## config.mk

```make
export PLATFORM = sky130hd
export DESIGN_NAME = dma_channel
export DESIGN_NICKNAME = d
export VERILOG_FILES = /design/src/rtl/dma_pkg.sv /design/src/rtl/dma_addr_step.sv /design/src/rtl/dma_channel.sv
export SDC_FILE = /design/constraint.sdc
export NUM_CORES = 1
export LEC_CHECK = 0
export CAP_MARGIN = 5
export CORE_AREA = 3 3 156 158
export CTS_BUF_LIST = sky130_fd_sc_hd__clkbuf_16
export CTS_CLUSTER_SIZE = 30
export DETAILED_ROUTE_END_ITERATION = 7
export DIE_AREA = 0 0 159 161
export PLACE_DENSITY = 0.68
export SLEW_MARGIN = 0
export SYNTH_ARGS = -nofsm -noshare
export SYNTH_HDL_FRONTEND = slang
export SYNTH_SLANG_ARGS = --single-unit
export TNS_END_PERCENT = 50
```

## constraint.sdc

```tcl
create_clock -name clk -period 7.4 [get_ports clk]
set_input_delay 2.22 -clock clk [delete_from_list [all_inputs] [get_ports clk]]
set_output_delay 2.22 -clock clk [all_outputs]
set_load 0.01 [all_outputs]
```

## src/rtl/dma_pkg.sv

```systemverilog
// Shared types and codes for the DMA channel: FSM states, address/timing controls,
// bus width codes and the latched per-block configuration record.
package dma_pkg;

   typedef enum logic [2:0] {
      ST_IDLE  = 3'd0,
      ST_ARMED = 3'd1,
      ST_REQ   = 3'd2,
      ST_RD_A  = 3'd3,
      ST_RD_D  = 3'd4,
      ST_WR    = 3'd5,
      ST_DONE  = 3'd6
   } dma_state_t;

   typedef enum logic [1:0] {
      CTL_INC    = 2'd0,
      CTL_DEC    = 2'd1,
      CTL_FIXED  = 2'd2,
      CTL_RELOAD = 2'd3
   } dma_ctl_t;

   typedef enum logic [1:0] {
      TIM_IMM    = 2'd0,
      TIM_VBLANK = 2'd1,
      TIM_HBLANK = 2'd2,
      TIM_NEVER  = 2'd3
   } dma_timing_t;

   localparam logic [1:0] WIDTH_HALF = 2'h1;
   localparam logic [1:0] WIDTH_WORD = 2'h2;

   typedef struct packed {
      logic        word;
      dma_ctl_t    src_ctl;
      dma_ctl_t    dst_ctl;
      dma_timing_t timing;
      logic        rpt;
      logic        irq_en;
   } dma_cfg_t;

   function automatic logic [1:0] unit_width(input logic word);
      return word ? WIDTH_WORD : WIDTH_HALF;
   endfunction

endpackage

```

## src/rtl/dma_addr_step.sv

```systemverilog
// Next-address computation for one DMA pointer: step by one unit (2 or 4 bytes)
// up, down or not at all. Arithmetic wraps within ADDR_W bits.
module dma_addr_step
   import dma_pkg::*;
#(
   parameter int unsigned ADDR_W = 28
) (
   input  logic [ADDR_W-1:0] addr,
   input  dma_ctl_t          ctl,
   input  logic              word,
   output logic [ADDR_W-1:0] next
);

   logic [ADDR_W-1:0] step;

   assign step = word ? ADDR_W'(4) : ADDR_W'(2);

   // Reload mode only differs at block end; within a block it increments.
   always_comb begin
      next = addr + step;
      unique case (ctl)
         CTL_DEC:   next = addr - step;
         CTL_FIXED: next = addr;
         default:   next = addr + step;
      endcase
   end

endmodule

```

## src/rtl/dma_channel.sv

```systemverilog
// Single DMA channel: arms on enable, waits for its trigger, takes the bus and
// copies a block of halfword/word units from src to dst one read/write pair at a time.
module dma_channel
   import dma_pkg::*;
#(
   parameter int unsigned CNT_W  = 14,
   parameter int unsigned ADDR_W = 28
) (
   input  logic             clk,
   input  logic             rst_n,
   input  logic             cfg_enable,
   input  logic [31:0]      cfg_src,
   input  logic [31:0]      cfg_dst,
   input  logic [CNT_W-1:0] cfg_count,
   input  logic [1:0]       cfg_src_ctl,
   input  logic [1:0]       cfg_dst_ctl,
   input  logic             cfg_word,
   input  logic             cfg_repeat,
   input  logic [1:0]       cfg_timing,
   input  logic             cfg_irq_en,
   input  logic             vblank_pls,
   input  logic             hblank_pls,
   output logic             bus_req,
   input  logic             bus_gnt,
   output logic [31:0]      mem_addr,
   output logic [31:0]      mem_wdata,
   output logic             mem_wdata_oe,
   input  logic [31:0]      mem_rdata,
   output logic [1:0]       mem_width,
   output logic             mem_read,
   output logic             mem_write,
   input  logic             mem_ok,
   output logic             irq,
   output logic             enable_clr,
   output logic             active
);

   dma_state_t        state, state_n;
   dma_cfg_t          cfg_r, cfg_n, cfg_in;
   logic [ADDR_W-1:0] src_r, src_n, src_step;
   logic [ADDR_W-1:0] dst_r, dst_n, dst_step;
   logic [CNT_W-1:0]  cnt_r, cnt_n;
   logic [31:0]       data_r, data_n;
   logic [15:0]       rd_half;
   logic              en_q;
   logic              abort_r, abort_n;
   logic              wr_first_r, wr_first_n;
   logic              rd_phase_n, wr_phase_n, rearm;

   function automatic logic [ADDR_W-1:0] align_unit(input logic [31:0] a, input logic word);
      logic [ADDR_W-1:0] r;
      r    = a[ADDR_W-1:0];
      r[0] = 1'b0;
      if (word) r[1] = 1'b0;
      return r;
   endfunction

   assign cfg_in = '{word:    cfg_word,
                     src_ctl: dma_ctl_t'(cfg_src_ctl),
                     dst_ctl: dma_ctl_t'(cfg_dst_ctl),
                     timing:  dma_timing_t'(cfg_timing),
                     rpt:     cfg_repeat,
                     irq_en:  cfg_irq_en};

   dma_addr_step #(.ADDR_W(ADDR_W)) u_src_step (
      .addr (src_r),
      .ctl  (cfg_r.src_ctl),
      .word (cfg_r.word),
      .next (src_step)
   );

   dma_addr_step #(.ADDR_W(ADDR_W)) u_dst_step (
      .addr (dst_r),
      .ctl  (cfg_r.dst_ctl),
      .word (cfg_r.word),
      .next (dst_step)
   );

   // Halfword reads take the lane selected by the source address.
   assign rd_half = src_r[1] ? mem_rdata[31:16] : mem_rdata[15:0];
   assign rearm   = cfg_r.rpt && (cfg_r.timing != TIM_IMM);

   always_comb begin
      state_n    = state;
      cfg_n      = cfg_r;
      src_n      = src_r;
      dst_n      = dst_r;
      cnt_n      = cnt_r;
      data_n     = data_r;
      abort_n    = abort_r;
      wr_first_n = 1'b0;
      unique case (state)
         ST_IDLE: begin
            abort_n = 1'b0;
            if (cfg_enable && !en_q) begin
               cfg_n   = cfg_in;
               src_n   = align_unit(cfg_src, cfg_word);
               dst_n   = align_unit(cfg_dst, cfg_word);
               cnt_n   = cfg_count;
               state_n = ST_ARMED;
            end
         end
         ST_ARMED: begin
            if (!cfg_enable) state_n = ST_IDLE;
            else begin
               unique case (cfg_r.timing)
                  TIM_IMM:    state_n = ST_REQ;
                  TIM_VBLANK: if (vblank_pls) state_n = ST_REQ;
                  TIM_HBLANK: if (hblank_pls) state_n = ST_REQ;
                  default:    state_n = ST_ARMED;
               endcase
            end
         end
         ST_REQ: begin
            if (!cfg_enable)  state_n = ST_IDLE;
            else if (bus_gnt) state_n = ST_RD_A;
         end
         ST_RD_A: begin
            if (!cfg_enable) abort_n = 1'b1;
            state_n = ST_RD_D;
         end
         ST_RD_D: begin
            if (!cfg_enable) abort_n = 1'b1;
            if (mem_ok) begin
               data_n     = cfg_r.word ? mem_rdata : {rd_half, rd_half};
               wr_first_n = 1'b1;
               state_n    = ST_WR;
            end
         end
         ST_WR: begin
            if (!cfg_enable) abort_n = 1'b1;
            // The entry cycle never completes, so a halfword RMW stall is always seen.
            if (!wr_first_r && mem_ok) begin
               src_n = src_step;
               dst_n = dst_step;
               cnt_n = cnt_r - CNT_W'(1);
               if (abort_r || !cfg_enable)   state_n = ST_IDLE;
               else if (cnt_r == CNT_W'(1))  state_n = ST_DONE;
               else                          state_n = ST_RD_A;
            end
         end
         ST_DONE: begin
            if (rearm) begin
               cfg_n = cfg_in;
               cnt_n = cfg_count;
               src_n = align_unit(32'(src_r), cfg_word);
               if (cfg_r.dst_ctl == CTL_RELOAD) dst_n = align_unit(cfg_dst, cfg_word);
               else                             dst_n = align_unit(32'(dst_r), cfg_word);
               state_n = ST_ARMED;
            end else begin
               state_n = ST_IDLE;
            end
         end
         default: state_n = ST_IDLE;
      endcase
   end

   assign rd_phase_n = (state_n == ST_RD_A) || (state_n == ST_RD_D);
   assign wr_phase_n = (state_n == ST_WR);

   // Outputs are decoded from the next state so they line up with the state register.
   always_ff @(posedge clk or negedge rst_n) begin
      if (!rst_n) begin
         state        <= ST_IDLE;
         cfg_r        <= '0;
         src_r        <= '0;
         dst_r        <= '0;
         cnt_r        <= '0;
         data_r       <= '0;
         en_q         <= 1'b0;
         abort_r      <= 1'b0;
         wr_first_r   <= 1'b0;
         bus_req      <= 1'b0;
         mem_addr     <= '0;
         mem_wdata    <= '0;
         mem_wdata_oe <= 1'b0;
         mem_width    <= '0;
         mem_read     <= 1'b0;
         mem_write    <= 1'b0;
         irq          <= 1'b0;
         enable_clr   <= 1'b0;
         active       <= 1'b0;
      end else begin
         state        <= state_n;
         cfg_r        <= cfg_n;
         src_r        <= src_n;
         dst_r        <= dst_n;
         cnt_r        <= cnt_n;
         data_r       <= data_n;
         en_q         <= cfg_enable;
         abort_r      <= abort_n;
         wr_first_r   <= wr_first_n;
         bus_req      <= (state_n == ST_REQ) || rd_phase_n || wr_phase_n;
         mem_addr     <= rd_phase_n ? 32'(src_n) : (wr_phase_n ? 32'(dst_n) : '0);
         mem_wdata    <= wr_phase_n ? data_n : '0;
         mem_wdata_oe <= wr_phase_n;
         mem_width    <= (rd_phase_n || wr_phase_n) ? unit_width(cfg_n.word) : 2'b00;
         mem_read     <= rd_phase_n;
         mem_write    <= wr_phase_n;
         irq          <= (state_n == ST_DONE) && cfg_n.irq_en;
         enable_clr   <= (state_n == ST_DONE) && !(cfg_n.rpt && (cfg_n.timing != TIM_IMM));
         active       <= (state_n != ST_IDLE) && (state_n != ST_ARMED);
      end
   end

endmodule

```

==> impl_metrics.toml <==
[layout]
drive_above_1_share_pct = 6.09
final_cell_area_sq_mm = 0.0130
fin_cells = 1600
final_nets = 1425
nFillCells = 2138
area_growth_pct = 26.3

[floorplan]
io_pins = 199
core-area_sq_mm = 0.0233
rows = 56
die-area_sq_mm = 0.0256
start_util_pct = 44.4
chipWidth_um = 159
die_h_um = 161

[global_route]
overflow = 0
grt_pass1_vias = 8965
grt_max_degree = 97
antenna_found_initial = 1
grt_pass1_wl_um = 48100
gr-usage-all-layers_pct = 23.3

[timing]
clock_skew_ns = 0.0181
worst_slew_pin_slew_ns = 1.17
finalSetupViolations = 0
rsz0062_at_grt = "no"
setup-tns-final_ns = 0
max_clock_freq_ghz = 0.187
slew_violations = 0
period_share_pct = 72.1
slew_headroom_pct = 22.0
min_period_ns = 5.34
hold_violations = 0

[setup_path]
worstSetupPathType = "input port to flip-flop"
critPathMaxFanout = 17
critPathLaunchType = "input port"
cp.arrival_ns = 5.64
cp_cell_sequence = "clkdlybuf4s50_1 -> nor2b_1 -> and3_1 -> nor2_1 -> nor2_1 -> o21ai_0 -> a221o_1 -> nand2_1 -> o31ai_1"
crit_top_cell = "nor2_1"
crit_slowest_cell = "nor2_1"
critPathBufInv = 1
worstPathRequired_ns = 7.70
cp-end-kind = "flip-flop"
critPathTopFamily = "simple AND/OR/NAND/NOR gates"
max_stage_delay_ns = 0.93

[yosys]
synth.avg_cell_area_sq_um = 9.25
yosysMostFrequentCell = "dfrtp_1"
synthDistinctLibCells = 69
synthAdderAreaFrac_pct = 3.88
synth_xor_area_share_pct = 2.63
synth_flop_cell = "dfrtp_1"
seq_area_frac_synth_pct = 44.8
syn_inst = 1117
synth-compound-area-share_pct = 22.0
synth-seq-cells = 185
netlist_area_sq_mm = 0.0103
synth-edff-count = 0
synth_top_family_by_area = "compound AO/OA/AOI/OAI gates"
ys_top_cells_by_count = "185 x dfrtp_1, 117 x nor2_1, 85 x o21ai_0, 77 x a21oi_1, 76 x nand2_1"
yosys-top-cells-area = "dfrtp_1 45%, nor2_1 4.3%, o21ai_0 4.1%"
synth_area_leader_cell = "dfrtp_1"
synth-simple-area-share_pct = 18.0
synth.area.mux_share_pct = 4.37
yosysWarnings = 0
netlist.area_leader.share_pct = 44.8
postSynth.asyncResetShare_pct = 100

[place]
place_area_sq_mm = 0.0124
place_inst = 1567
port-buffer-count = 184
hpwl_um = 21300
gp_congestion = 0.939

[clock_network]
root_buffer = "clkbuf_16"
insertion_delay_ns = 0.44
clock-sinks = 185
cts_made_buffers = 17
cts_resized = 0
clockBufferDepth = 2
cts_tree = "built"
clkTransAtPathRegs_ns = 0.08
postCtsSetupBuffers = 0
h-tree-depth = 4
ctsHoldBuffers = 0

[route]
ant_nets = 0
wire_per_inst_um = 18.8
wirelength_um = 30000
via_per_inst = 5.78
drt-pass1-iter-count = 5
initialDrtViolationCount = 813
drcViolationCount = 0
via_count = 9242

[worst_hold_path]
hp-class = "flip-flop to flip-flop"

[power_and_ir_drop]
vdd_ir_drop_max_uv = 175
power_density_mw_per_mm2 = 431
p_total_mw = 5.62
p_leak_nw = 5.64

[flow_run]
drv_cap = 0

[run_status]
status = "finished clean"
per-stage QoR:
step,worst slack (ns),hold WS [ns],util [%]
2_1_floorplan,3.14,0.466,-
3_3_place_gp,1.72,0.478,53.4
3_5_place_dp,1.70,0.488,53.4
4_1_cts,2.16,0.509,56.1
5_1_grt,1.80,0.534,56.1
6_report,2.06,0.501,56.1
state kept, by name, summed over array words and instances, names as in the netlist:
| signal | cells |
|---|---|
| mem_write | 1 |
| data_r | 32 |
| irq | 1 |
| state | 3 |
| bus_req | 1 |
| en_q | 1 |
| abort_r | 1 |
| mem_read | 1 |
| enable_clr | 1 |
| dst_r | 28 |
| cfg_r | 9 |
| src_r | 28 |
| wr_first_r | 1 |
| mem_addr | 28 |
| mem_width | 2 |
| mem_wdata | 32 |
| cnt_r | 14 |
| active | 1 |
final timing paths:
check,end,from,slack (ns),cells after the start
worst max register to register,mem_addr[26],cfg_r[7],2.83,13
worst min-delay path,cfg_r[0],cfg_r[0],0.50,1
min in group asynchronous,dst_r[24],rst_n,1.82,1
max in group asynchronous,mem_wdata[4],rst_n,4.40,2
worst min register to register,cfg_r[0],cfg_r[0],0.50,1
worst max-delay path,mem_addr[11],mem_ok,2.06,9
kinds of logic (layout without fill, tap and decap cells):
logic type | Yosys count | count (layout)
simple gates | 376 | 376
flops | 185 | 185
xor+xnor | 31 | 31
compound gates | 338 | 338
buf+inv | 110 | 270
mux | 44 | 44
other cells | 1 | 5
fa+ha+maj | 32 | 32
layer usage:
| metal | global-route usage (%) | share of wire [%] | wire (um) | vias to the layer above |
|---|---|---|---|---|
| met3 | 6.36 | 8.2 | 2470 | 51 |
| li1 | - | - | - | 4383 |
| met5 | 0 | 0 | 0 | - |
| met4 | 8.95 | 3.3 | 979 | 0 |
| met1 | 31.8 | 44 | 13200 | 4443 |
| met2 | 35.5 | 45 | 13400 | 365 |
power by group:
group	total (mW)	internal, mW	leakage (nW)	switching, mW
Clock	0.969	0.473	0.303	0.496
Sequential	1.72	1.40	2.37	0.314
Combinational	2.93	1.24	2.97	1.69
layout make-up:
cell class	count	area, sq um	share of cell area (%)
Antenna cell	1	2.50	0.0192
Clock inverter	15	204	1.56
Multi-Input combinational cell	825	5280	40.5
Tap cell	319	399	3.06
Sequential cell	185	4630	35.5
Timing Repair Buffer	197	1940	14.9
Inverter	41	156	1.20
Clock buffer	17	425	3.26
layout by cell type, fill, tap and decap left out, drive strengths merged, types with 9 or more instances in the layout:
cell type        n
xnor2           21
mux2i           35
nor3            23
xor2            10
buf             13
nand3           27
nor2b           13
a22o            17
nand2           77
a211oi           9
nor2           117
a222oi          14
and3            11
o21ai           86
a21oi           77
ha              32
a221o           17
dfrtp          185
a31oi           10
and2            40
nor4             9
a22oi           26
clkbuf          18
nand2b          19
a21o            10
clkdlybuf4s50  183
o22ai           11
inv             51
mux2             9
No activity file was read; power rests on OpenSTA's default activity.
